**config.mk**
```make
export PLATFORM = sky130hd
export DESIGN_NAME = fetch_ctrl
export DESIGN_NICKNAME = d
export VERILOG_FILES = /design/src/rtl/fetch_ctrl.sv
export SDC_FILE = /design/constraint.sdc
export NUM_CORES = 1
export LEC_CHECK = 0
export CORE_ASPECT_RATIO = 0.8
export CORE_UTILIZATION = 40
export CTS_CLUSTER_DIAMETER = 60
export DETAILED_ROUTE_END_ITERATION = 6
export PLACE_DENSITY = 0.73
export SETUP_SLACK_MARGIN = 0.4
export SKIP_LAST_GASP = 1
export SYNTH_ARGS = -nofsm -noshare
export SYNTH_HDL_FRONTEND = slang
export SYNTH_SLANG_ARGS = --single-unit
```
**constraint.sdc**
```tcl
create_clock -name clk -period 7.3 [get_ports clk]
set_input_delay 2.19 -clock clk [delete_from_list [all_inputs] [get_ports clk]]
set_output_delay 2.19 -clock clk [all_outputs]
set_load 0.1 [all_outputs]
```
**src/rtl/fetch_ctrl.sv**
```systemverilog
// Instruction-fetch sequencer between icache and decoder: owns the fetch PC, issues one
// icache request at a time, holds each word for the decoder and applies redirects.
module fetch_ctrl #(
  parameter logic [31:0] RESET_PC = 32'h0
) (
  input  logic        clk,
  input  logic        rst,
  input  logic        rdy,
  output logic        ic_req,
  output logic [31:0] ic_addr,
  input  logic        ic_ready,
  input  logic [31:0] ic_inst,
  output logic        dec_inst_valid,
  output logic [31:0] dec_pc,
  output logic [31:0] dec_inst,
  input  logic        dec_need_inst,
  input  logic        dec_redirect,
  input  logic [31:0] dec_redirect_addr,
  input  logic        rob_flush,
  input  logic [31:0] rob_flush_addr
);

  typedef enum logic [1:0] {
    S_REQ   = 2'd0,
    S_HOLD  = 2'd1,
    S_FLUSH = 2'd2
  } state_t;

  state_t      state_q, state_d;
  logic [31:0] pc_q, pc_d;
  logic [31:0] buf_q, buf_d;
  logic [31:0] flush_addr_q, flush_addr_d;
  logic        redirect_s;
  logic [31:0] flush_tgt_s;

  // ROB flush outranks a decoder redirect raised in the same cycle.
  always_comb begin
    redirect_s  = rob_flush | dec_redirect;
    flush_tgt_s = dec_redirect_addr;
    if (rob_flush) begin
      flush_tgt_s = rob_flush_addr;
    end else begin
      flush_tgt_s = dec_redirect_addr;
    end
  end

  always_comb begin
    state_d      = state_q;
    pc_d         = pc_q;
    buf_d        = buf_q;
    flush_addr_d = flush_addr_q;
    case (state_q)
      S_REQ: begin
        if (redirect_s) begin
          pc_d = flush_tgt_s;
          if (ic_ready) begin
            state_d = S_REQ;
          end else begin
            // wrong-path request still outstanding; keep presenting its address
            flush_addr_d = pc_q;
            state_d      = S_FLUSH;
          end
        end else if (ic_ready) begin
          buf_d   = ic_inst;
          state_d = S_HOLD;
        end else begin
          state_d = S_REQ;
        end
      end
      S_HOLD: begin
        if (redirect_s) begin
          pc_d    = flush_tgt_s;
          state_d = S_REQ;
        end else if (!dec_need_inst) begin
          pc_d    = pc_q + 32'd4;
          state_d = S_REQ;
        end else begin
          state_d = S_HOLD;
        end
      end
      S_FLUSH: begin
        if (redirect_s) begin
          pc_d = flush_tgt_s;
        end else begin
          pc_d = pc_q;
        end
        if (ic_ready) begin
          state_d = S_REQ;
        end else begin
          state_d = S_FLUSH;
        end
      end
      default: begin
        state_d = S_REQ;
      end
    endcase
  end

  always_ff @(posedge clk) begin
    if (rst) begin
      state_q      <= S_REQ;
      pc_q         <= RESET_PC;
      buf_q        <= 32'h0;
      flush_addr_q <= RESET_PC;
    end else if (rdy) begin
      state_q      <= state_d;
      pc_q         <= pc_d;
      buf_q        <= buf_d;
      flush_addr_q <= flush_addr_d;
    end
  end

  assign ic_req         = !rst && (state_q != S_HOLD);
  assign ic_addr        = rst ? RESET_PC : ((state_q == S_FLUSH) ? flush_addr_q : pc_q);
  assign dec_inst_valid = !rst && (state_q == S_HOLD);
  assign dec_pc         = rst ? RESET_PC : pc_q;
  assign dec_inst       = rst ? 32'h0 : buf_q;

endmodule

```
==> results of run 1 <==
## cells in the final DEF (no fill, tap or decap), types with 4 or more instances in the layout
cell             Yosys  final
nand2_1            220    220
clkdlybuf4s50_1      0    151
a21oi_1            124    124
dfxtp_1             98     98
buf_4                0     63
nor2b_1             60     60
nor2_1              29     28
o21ai_0             23     23
mux2i_1             20     20
nor4_1              16     15
nand3_1             13     13
nor3_1               9      9
clkbuf_16            0      9
inv_1                8      8
a211oi_1             8      8
nand4_1              8      8
a22oi_1              7      7
a31oi_1              6      6
nand2b_1             5      5
or4_1                5      5
and3_1               5      5
and2_1               4      4
o22ai_1              4      4
a41oi_1              4      4
## cells by family after synthesis
| family | Yosys count | synth area share |
|---|---|---|
| flip-flops | 98 | 0.350 |
| multiplexers | 21 | 0.0377 |
| AO/OA/AOI/OAI | 205 | 0.213 |
| adder cells (fa/ha/maj) | 1 | 0.00223 |
| AND/OR/NAND/NOR | 394 | 0.339 |
| buffers and inverters | 79 | 0.0569 |
## metal layers
metal	part of all wire	GRT usage	vias up
met5	0	0	-
met4	0.015	0.0650	0
met3	0.089	0.0692	21
met2	0.43	0.379	243
met1	0.46	0.346	2811
li1	-	-	3066
## critical path, delay by kind of cell
family | cells | cell delay, ps
buffers and inverters | 2 | 1660
and+or+nand+nor | 1 | 130
## layout make-up
type                    instances  area, sq um  area share
clock buffers                   9          225      0.0287
clock inverters                 7         71.3     0.00908
inverters                       8         30.0     0.00382
multi-input cells             621         3340       0.425
flip-flops and latches         98         1960       0.250
well taps                     180          225      0.0287
repair buffers                216         2000       0.255
## state kept, by name, summed over array words and instances, names as in the netlist
| signal | count |
|---|---|
| buf_q | 32 |
| flush_addr_q | 32 |
| pc_q | 32 |
| state_q | 2 |
## metrics by stage
| step | hold slack [ps] | utilization |
|---|---|---|
| global placement | 440 | 0.556 |
| global route | 470 | 0.578 |
| floorplan | 432 | - |
| detailed placement | 442 | 0.556 |
| finish | 451 | 0.578 |
| CTS | 452 | 0.578 |
## worst paths after layout
check                                     to        from  cells past startpoint
worst min register to register      buf_q[0]    buf_q[0]                      2
worst min-delay path                buf_q[0]    buf_q[0]                      2
worst max-delay path            dec_inst[10]         rst                      3
worst max register to register      pc_q[28]  state_q[0]                      5
## where the power goes
part / internal, mW / leakage, nW / switching, mW
logic: 0.117 / 1.89 / 0.233
clock network: 0.242 / 0.146 / 0.235
registers: 0.555 / 0.797 / 0.0318
==> reports/qor.yml, run 1 <==
yosys.area.top_type: "dfxtp_1"
ys_top_cells_by_area: "dfxtp_1 (35%), nand2_1 (15%), a21oi_1 (11%)"
yosysSeqAreaShare: 0.350
initial_core_util: 0.412
routed_wl_mm: 18.2
synth_cell_types: 57
status: "finished clean"
start_kind: "input port"
crit_fanout: 129
hold_violations: 0
ys_ff_latch: 98
dp.cells: 1123
async_flop_share: 0
n_fill_cell: 1320
grt_antenna_before_repair: 0
syn2layout_area_growth_pct: 40.2
yosysWarnings: 0
critPathKind: "in2out"
synth_top_area_frac: 0.350
path_clk_slew_ps: 70
synth.avg_cell_area_sq_um: 7.02
gp_congestion: 0.856
cts_buffers: 9
maxCapViolCount: 0
finClkSkew_ps: 10.2
synth_edf_count: 0
finalSetupViolations: 0
tightest_slew_ps: 979
finalInstanceArea_sq_mm: 0.00786
total_power_mw: 1.41
syn_inst: 798
period_needed_ps: 6240
pre_cts_slack_ps: 1090
worstPathArrival_ps: 4050
rows: 38
max_stage_delay_ps: 1010
place_hpwl_mm: 12.5
p_leak_nw: 2.83
cts_resized: 0
drt_pass1_iterations: 5
instances_no_fill: 1139
synthFlopType: "dfxtp_1"
postCtsSetupBuffers: 0
crit_required_ps: 5110
die_w_um: 134
period_share: 0.855
worst_slack_ps: 1060
die_area_sq_mm: 0.0145
irDropWorstVdd_mv: 0.121
grt_setup_unrepaired: "no"
hold_path_class: "reg2reg"
place_area_sq_mm: 0.00756
power.density_mw_per_mm2: 180
portBuffers: 200
clock-root-buffer: "clkbuf_16"
core-area_sq_mm: 0.0136
clockBufferDepth: 2
diodes: 0
drive_above_1_share: 0.0980
routed-via-count: 6141
detail-route-antenna-nets: 0
crit_chain: "buf_6 > nor2b_1 > clkdlybuf4s50_1"
clock_latency_ps: 350
setup_tns_ps: 0
htree_levels: 3
die_y_um: 108
post_synth_instance_area_sq_mm: 0.00560
overflow: 0
drt_iter0_drc: 454
grt_pass1_vias: 5487
fmax_ghz: 0.160
vias_per_cell: 5.39
grt_pass1_wl_mm: 28.6
worst_path_max_delay_cell: "clkdlybuf4s50_1"
fin_nets: 1058
regToRegSetupSlack_ps: 4900
setup.worst_path.end_class: "output pin"
cts-hold-fix-buffers: 0
cts.sinks: 98
yosysMostFrequentCell: "nand2_1"
track_usage: 0.250
synth_common_cells: "nand2_1 (220), a21oi_1 (124), dfxtp_1 (98), nor2b_1 (60), clkbuf_1 (48)"
cts_tree: "built"
synth_nets: 902
ios: 201
wl_per_cell_um: 16.0
slew_headroom: 0.345
grt_max_degree: 130
drc: 0
slew_violations: 0
(Power assumes the default switching activity.)
==> inputs of run 2 (changes only) <==
CAP_MARGIN = 15   (was unset)
==> results of run 2 <==
Same layout as run 1: the final DEF is identical, and so are final timing and power.
